`src/rtl/multdiv_param.sv`:
```
// HI/LO multiply/divide unit for the EX stage. It provides fixed-latency multiply and
// multiply-accumulate, radix-2 restoring divide, and mthi/mtlo writes.
module multdiv_param #(
  parameter int unsigned WIDTH   = 32,
  parameter int unsigned MUL_LAT = 5
) (
  input  logic             clk,
  input  logic             rst,
  input  logic [WIDTH-1:0] A,
  input  logic [WIDTH-1:0] B,
  input  logic [2:0]       mdctr,
  input  logic             start,
  input  logic             hiwrite,
  input  logic             lowrite,
  output logic             busy,
  output logic [WIDTH-1:0] hio,
  output logic [WIDTH-1:0] loo,
  output logic             dz
);

  localparam int unsigned CNT_MAX = (MUL_LAT > WIDTH + 1) ? MUL_LAT : WIDTH + 1;
  localparam int unsigned CW      = $clog2(CNT_MAX + 1);
  localparam int unsigned PW      = 2 * WIDTH;

  localparam logic [1:0] S_IDLE = 2'd0;
  localparam logic [1:0] S_MUL  = 2'd1;
  localparam logic [1:0] S_DIV  = 2'd2;

  logic [1:0]       state_q, state_d;
  logic [CW-1:0]    cnt_q, cnt_d;
  logic [2:0]       op_q, op_d;
  logic [WIDTH-1:0] a_q, a_d, b_q, b_d;
  logic [WIDTH-1:0] quo_q, quo_d, rem_q, rem_d, dvs_q, dvs_d;
  logic [WIDTH-1:0] hi_q, hi_d, lo_q, lo_d;
  logic             dz_q, dz_d;
  logic             busy_q, busy_d;

  logic             op_signed;
  logic [PW-1:0]    ext_a, ext_b, prod, acc, mres;
  logic [WIDTH:0]   trial;
  logic [WIDTH-1:0] q_fix, r_fix;

  assign busy = busy_q;
  assign hio  = hi_q;
  assign loo  = lo_q;
  assign dz   = dz_q;

  // Next-state, datapath and commit logic.
  always_comb begin
    state_d = state_q;
    cnt_d   = cnt_q;
    op_d    = op_q;
    a_d     = a_q;
    b_d     = b_q;
    quo_d   = quo_q;
    rem_d   = rem_q;
    dvs_d   = dvs_q;
    hi_d    = hi_q;
    lo_d    = lo_q;
    dz_d    = dz_q;

    op_signed = ~op_q[0];
    ext_a = op_signed ? {{WIDTH{a_q[WIDTH-1]}}, a_q} : {{WIDTH{1'b0}}, a_q};
    ext_b = op_signed ? {{WIDTH{b_q[WIDTH-1]}}, b_q} : {{WIDTH{1'b0}}, b_q};
    prod  = ext_a * ext_b;
    acc   = {hi_q, lo_q};
    mres  = op_q[2] ? (op_q[1] ? acc - prod : acc + prod) : prod;

    // Dividend bits shift out of quo_q into the partial remainder as quotient bits shift in.
    trial = {rem_q, quo_q[WIDTH-1]} - {1'b0, dvs_q};
    q_fix = (op_signed && (a_q[WIDTH-1] ^ b_q[WIDTH-1])) ? -quo_q : quo_q;
    r_fix = (op_signed && a_q[WIDTH-1]) ? -rem_q : rem_q;

    case (state_q)
      S_IDLE: begin
        if (start) begin
          cnt_d   = CW'(1);
          op_d    = mdctr;
          a_d     = A;
          b_d     = B;
          rem_d   = '0;
          quo_d   = (~mdctr[0] && A[WIDTH-1]) ? -A : A;
          dvs_d   = (~mdctr[0] && B[WIDTH-1]) ? -B : B;
          state_d = (mdctr[2:1] == 2'b01) ? S_DIV : S_MUL;
        end else begin
          if (hiwrite) hi_d = A;
          if (lowrite) lo_d = A;
        end
      end
      S_MUL: begin
        if (cnt_q == CW'(MUL_LAT)) begin
          hi_d    = mres[PW-1:WIDTH];
          lo_d    = mres[WIDTH-1:0];
          state_d = S_IDLE;
        end else begin
          cnt_d = cnt_q + CW'(1);
        end
      end
      S_DIV: begin
        if (cnt_q == CW'(WIDTH + 1)) begin
          if (b_q == '0) begin
            lo_d = '1;
            hi_d = a_q;
            dz_d = 1'b1;
          end else begin
            lo_d = q_fix;
            hi_d = r_fix;
            dz_d = 1'b0;
          end
          state_d = S_IDLE;
        end else begin
          rem_d = trial[WIDTH] ? {rem_q[WIDTH-2:0], quo_q[WIDTH-1]} : trial[WIDTH-1:0];
          quo_d = {quo_q[WIDTH-2:0], ~trial[WIDTH]};
          cnt_d = cnt_q + CW'(1);
        end
      end
      default: state_d = S_IDLE;
    endcase

    busy_d = (state_d != S_IDLE);
  end

  always_ff @(posedge clk) begin
    if (rst) begin
      state_q <= S_IDLE;
      cnt_q   <= '0;
      op_q    <= '0;
      a_q     <= '0;
      b_q     <= '0;
      quo_q   <= '0;
      rem_q   <= '0;
      dvs_q   <= '0;
      hi_q    <= '0;
      lo_q    <= '0;
      dz_q    <= 1'b0;
      busy_q  <= 1'b0;
    end else begin
      state_q <= state_d;
      cnt_q   <= cnt_d;
      op_q    <= op_d;
      a_q     <= a_d;
      b_q     <= b_d;
      quo_q   <= quo_d;
      rem_q   <= rem_d;
      dvs_q   <= dvs_d;
      hi_q    <= hi_d;
      lo_q    <= lo_d;
      dz_q    <= dz_d;
      busy_q  <= busy_d;
    end
  end

endmodule

```
`config.mk`:
```
export PLATFORM = sky130hd
export DESIGN_NAME = multdiv_param
export DESIGN_NICKNAME = d
export VERILOG_FILES = /design/src/rtl/multdiv_param.sv
export SDC_FILE = /design/constraint.sdc
export NUM_CORES = 2
export LEC_CHECK = 0
export BUFFER_PORTS_ARGS = -buffer_cell sky130_fd_sc_hd__buf_2
export CAP_MARGIN = 10
export CORE_ASPECT_RATIO = 2
export CORE_MARGIN = 2
export CORE_UTILIZATION = 35
export DETAILED_ROUTE_END_ITERATION = 10
export PLACE_DENSITY = 0.5
export SYNTH_ARGS = -nofsm -noshare
export SYNTH_HDL_FRONTEND = slang
export SYNTH_SLANG_ARGS = --single-unit
```
`constraint.sdc`:
```
create_clock -name clk -period 11.7 [get_ports clk]
set_input_delay 1.755 -clock clk [delete_from_list [all_inputs] [get_ports clk]]
set_output_delay 1.755 -clock clk [all_outputs]
set_load 0.02 [all_outputs]
```
* Word level (Yosys, flattened, before mapping)
Cells that the tools add are included.
** Word-level totals
- Flip-flop bits (word level) :: 237
- Input bits :: 72
- Output and inout port bits :: 66
- Word-level logic and storage cells :: 90
** Cells by class
- Add/subtract/negate cells :: 8
- Multipliers :: 1
- Equality and inequality tests :: 13
- Multiplexer cells :: 37
- Bitwise gates (word level) :: 4
- Reductions and logical operators :: 15
** Operators by type and width (count)
- two-way mux 32 bit :: 19
- two-way mux 64 bit :: 4
- case mux 32 bit (3 select lines) :: 2
- negation 32 bit :: 4
- case mux 32 bit (2 select lines) :: 2
- adder 64 bit :: 1
- multiplier 64 x 64 -> 64 bit :: 1
- subtractor 64 bit :: 1
- subtractor 33 x 32 -> 33 bit :: 1
- zero test 32 bit :: 1
- two-way mux 6 bit :: 3
- case mux 6 bit (3 select lines) :: 1
- != test 2 bit, second input constant :: 8
- AND reduction 5 bit :: 2
- two-way mux 2 bit :: 4
- adder 6 x 1 -> 6 bit, second input constant :: 1
- equality test 6 x 3 -> 1 bit, second input constant :: 1
- equality test 6 bit, second input constant :: 1
- case mux 2 bit (3 select lines) :: 1
- equality test 2 x 1 -> 1 bit, second input constant :: 2
- logical AND 1 bit :: 4
- AND reduction 2 bit :: 2
- AND reduction 4 bit :: 1
- nonzero test 2 bit :: 2
- other kinds (7) :: 9

* Longest topological paths before layout
- Depth in word-level cells :: 7
- Gate-level depth with buffers :: 55
- Gate-level depth less buffers :: 50

* Worst setup path after synthesis
OpenSTA, ideal clock, no wires.
- Kind :: register -> register
- Start point :: register a_q[31]
- End point :: register hi_q[31] (netlist: hio[31])
- Setup time :: 127 ps
- Arrival :: 12488 ps
- Data required time :: 11573 ps
- Setup slack :: -915 ps
- Stages on the path, launching flop included :: 55
- Buffers on the path :: 6
- Clock period less this slack :: 12615 ps
- Cells stage by stage :: dfxtp_1 -> clkbuf_1 -> nor2b_1 -> clkbuf_1 -> clkbuf_1 -> buf_1 -> nand2_1 -> inv_1 -> fa_1 -> fa_1 -> inv_1 -> fa_1 -> inv_1 -> fa_1 -> fa_1 -> inv_1 -> fa_1 -> inv_1 -> [19 not listed] -> buf_2 -> a21oi_1 -> xnor2_1 -> ha_1 -> a21oi_1 -> o21bai_1 -> a21o_1 -> a21o_1 -> a21oi_1 -> nor2_1 -> a211oi_1 -> nand3_1 -> nor3b_1 -> o31a_1 -> nor3b_1 -> o22ai_1 -> nand4b_1 -> or3b_1
** Between the ends
- Word-level cells in the longest chain between the ends :: 7
- Elaborated cells between the ends (all ways) :: 12
- Classes of those cells :: 2 x add/sub; 1 x mul; 8 x mux; 1 x reduce/logical
** RTL lines
- start, declared :: line 32 : logic [WIDTH-1:0] a_q, a_d, b_q, b_d;
- start signal, assigned :: line 128 : a_q <= '0;
- start signal, assigned :: line 141 : a_q <= a_d;
- two-way mux 64 bit :: line 63 : ext_a = op_signed ? {{WIDTH{a_q[WIDTH-1]}}, a_q} : {{WIDTH{1'b0}}, a_q};
- multiplier 64 x 64 -> 64 bit :: line 65 : prod = ext_a * ext_b;
- adder 64 bit / subtractor 64 bit (equally long branches) :: line 67 : mres = op_q[2] ? (op_q[1] ? acc - prod : acc + prod) : prod;
- two-way mux 64 bit (2 in series) :: line 67
- two-way mux 32 bit :: line 91 : if (cnt_q == CW'(MUL_LAT)) begin
- case mux 32 bit (3 select lines) * :: line 74 : case (state_q)
- end signal, assigned :: line 146 : hi_q <= hi_d;
- end, declared :: line 34 : logic [WIDTH-1:0] hi_q, hi_d, lo_q, lo_d;
Mark *: on every way between the ends. The rest lies on a longest branch, timed or not. The select of a mux whose other input is x is not followed.
A chain may end at the register's enable or synchronous reset.

* Worst setup path after layout
- Start point :: register a_q[18]
- End point :: register hi_q[31] (netlist: hio[31])
** Between the ends
- Word-level cells in the longest chain between the ends :: 7
- Elaborated cells between the ends (all ways) :: 8
- Classes of those cells :: 2 x add/sub; 1 x mul; 5 x mux
** RTL lines (line)
- two-way mux 64 bit * :: 63
- multiplier 64 x 64 -> 64 bit * :: 65
- adder 64 bit / subtractor 64 bit (equally long branches) :: 67
- two-way mux 64 bit :: 67
- two-way mux 64 bit * :: 67
- two-way mux 32 bit * :: 91
- case mux 32 bit (3 select lines) * :: 74
Marks and branches as above.

==> impl_metrics.tcl <==
set metrics [dict create \
    synth_fa_ha_area_frac 0.495 \
    synth_area_leaders "fa_1 42%, inv_1 8.9%, ha_1 7.4%" \
    cts_inserted_buffers 26 \
    cts.clk_slew.worst_paths_ns 0.07 \
    vias 58661 \
    cp.required_ns 12.19 \
    dp_hpwl_um 237000 \
    insertion_delay_ns 0.66 \
    yosysSeqAreaShare 0.0692 \
    p_leak_nw 40.8 \
    relSlewSlack 0.280 \
    grt_usage 0.282 \
    post-route-min-period_ns 11.85 \
    syn-instance-count 7985 \
    power_density_nw_per_um2 146 \
    dr_wl_met2_um 153000 \
    rsz0062_at_grt "true" \
    crit_top_cell "fa_1" \
    hold_viol 0 \
    final_cell_mix "1,594 x inv_1, 1,392 x fa_1, 1,029 x nand2_1" \
    grt_overflow 0 \
    synthArstFlopShare 0 \
    final_common_cell "inv_1" \
    drcViolationCount 0 \
    fillers 19754 \
    grt_pass1_wl_um 414000 \
    highest_layer "met5" \
    antenna_found_initial 4 \
    met3WireLength_um 8320 \
    critPathMaxFanout 6 \
    crit_type "register to register" \
    post-route-util 0.428 \
    io_buffer_count 137 \
    grt_pass1_vias 65254 \
    synth_edf_count 0 \
    maxSlewViolCount 0 \
    clockBufferDepth 3 \
    gp_congestion 0.989 \
    avgSynthCellArea_um2 8.55 \
    hp-class "register to register" \
    rrSetupSlack_ns -0.15 \
    die_x_um 316 \
    place_area_um2 79100 \
    arrival_ns 12.34 \
    synthXorXnorAreaFrac 0.0450 \
    drv_cap 0 \
    fin_tns_setup_ns -0.149 \
    synth_compound_area_frac 0.104 \
    syn-num-nets 9898 \
    tritoncts "built" \
    wl_per_cell_um 24.6 \
    crit_path_end_kind "register" \
    cp-start-kind "register" \
    syn_to_final_growth_pct 21.8 \
    setup-violations-final 1 \
    viasPerCell 5.15 \
    max_stage_delay_ns 0.57 \
    setup_slack_ns -0.149 \
    postRouteAntennaNets 0 \
    cp_slowest_cell "or4_4" \
    synth_top_area_frac 0.421 \
    cts_htree_levels 1 \
    synth_cell_types 97 \
    firstDrtPassIters 6 \
    synth_top_cell_by_area "fa_1" \
    wl_met1_um 94200 \
    numClockSinks 236 \
    holdBufCountCts 0 \
    grt_max_degree 85 \
    fmax_mhz 84.4 \
    violations "setup timing" \
    drive_above_1_share 0.192 \
    setup.worst_path.end "hio[31]" \
    status "complete, but fails checks" \
    die-area_um2 199000 \
    rr_worst_depth 54 \
    r2r_end "hio[31]" \
    ir_drop_mv 0.182 \
    min-delay-start "dvs_q[29]" \
    synth-simple-area-share 0.166 \
    synthFlopType "dfxtp_1" \
    hold-worst-slack_ns 0.459 \
    row_count 229 \
    synth-warning-count 0 \
    worst-slew-pin-transition_ns 1.08 \
    drt-total-wl_um 280000 \
    start_util 0.351 \
    syn_area_um2 68300 \
    die_y_um 629 \
    design_area_um2 83100 \
    synth_mux_area_frac 0.00759 \
    ios 138 \
    nNetsFinal 10754 \
    fp.coreArea_um2 194000 \
    drt_iter0_markers 2854 \
    synth_seq_cells 236 \
    critPathLaunch "a_q[18]" \
    r2r-start "a_q[18]" \
    synth_top_family_by_area "adder cells" \
    cts-root-buf "clkbuf_16" \
    clock_skew_ns 0.0502 \
    min_period_over_period 1.01 \
]
[synth_stat cells, drive strengths merged, types with 10 or more instances]
cell / number
o211ai: 35
nor2b: 34
buf: 22
nand3: 57
nand4: 31
a21o: 90
nor2: 306
a221oi: 44
a2111oi: 12
nor3: 91
nor3b: 10
inv: 1628
a31oi: 41
a211oi: 58
o21bai: 19
a311oi: 12
and2: 565
o21ai: 233
and4: 10
xor2: 136
a21oi: 385
o31ai: 29
or4: 16
nand2: 1039
or2: 14
and3: 40
nor4: 33
clkbuf: 397
o41ai: 12
o21a: 33
ha: 406
dfxtp: 236
or3: 35
xnor2: 215
nand2b: 30
mux2i: 45
o2111ai: 16
fa: 1435
[cells by family (layout without fill, tap and decap cells)]
family / Yosys count / in the layout
adders and majority gates: 1842 / 1842
and+or+nand+nor: 2344 / 2344
muxes: 51 / 51
other: 0 / 2
xor gates and xnor gates: 351 / 351
DFF: 236 / 236
buffers and inverters: 2048 / 2921
AOI/OAI and AO/OA: 1113 / 1113
[cell type report]
type | instances | area (um2) | area share
diodes | 2 | 5.00 | 0.0000602
multi-input cells | 5701 | 57500 | 0.691
clock buffers | 36 | 758 | 0.00912
repair buffers | 1247 | 10700 | 0.128
flip-flops and latches | 236 | 4830 | 0.0581
well taps | 2541 | 3180 | 0.0383
inverters | 1629 | 6110 | 0.0736
clock inverters | 9 | 100 | 0.00120
[metrics by stage]
step / setup slack, ns / power (mW) / std cells
final: -0.149 / 12.2 / 11401
after global routing: -0.637 / 13.1 / 11400
after CTS: -0.268 / 11.7 / 11344
after detailed placement: -0.872 / 10.3 / 11246
after global placement: -0.912 / 10.4 / 11246
after floorplan: 0.0000933 / 6.13 / 7985
[where the power goes]
group	switching, mW	total [mW]	leakage [nW]	internal (mW)
clock network	0.446	0.923	0.418	0.477
logic	5.68	10.3	38.4	4.59
registers	0.101	0.972	1.96	0.871
[worst max-delay path, delay by kind of cell, from the launching register on]
| family | cells | cell delay, ns |
|---|---|---|
| adder cells (fa/ha/maj) | 12 | 5.36 |
| flip-flops | 1 | 0.36 |
| buffers and inverters | 15 | 1.45 |
| XOR/XNOR | 2 | 0.27 |
| AO/OA/AOI/OAI | 11 | 1.58 |
| AND/OR/NAND/NOR | 14 | 2.64 |
[state kept, by name, indices dropped and copies added, names as in the netlist, 2 cells and up]
register  cells
a_q          32
b_q          32
hio          32
loo          32
quo_q        32
rem_q        32
dvs_q        31
cnt_q         6
op_q          3
state_q       2
[how the worst min path moves through the flow]
stage                endpoint  slack [ns]  depth (start not counted)
global placement    dvs_q[29]        0.44                          2
detailed placement  dvs_q[29]        0.45                          2
global route               dz        0.50                          2
finish              dvs_q[29]        0.46                          2
floorplan           dvs_q[29]        0.43                          2
CTS                 dvs_q[29]        0.46                          2
[what timing repair did]
| action | CTS | global route |
|---|---|---|
| endpoints found under the setup margin | 29 | 31 |
| resized for setup | 213 | 282 |
| cloned | 5 | 7 |
| pin swaps | 83 | 167 |
| hold endpoints to repair | 0 | 0 |
| buffers inserted | 49 | 51 |
[per-layer routing]
layer | vias up | GRT usage
met1 | 30136 | 0.287
met4 | 2 | 0.188
li1 | 26335 | -
met5 | - | 0
met3 | 674 | 0.0177
met2 | 1514 | 0.544
No activity file was read; power rests on OpenSTA's default activity.
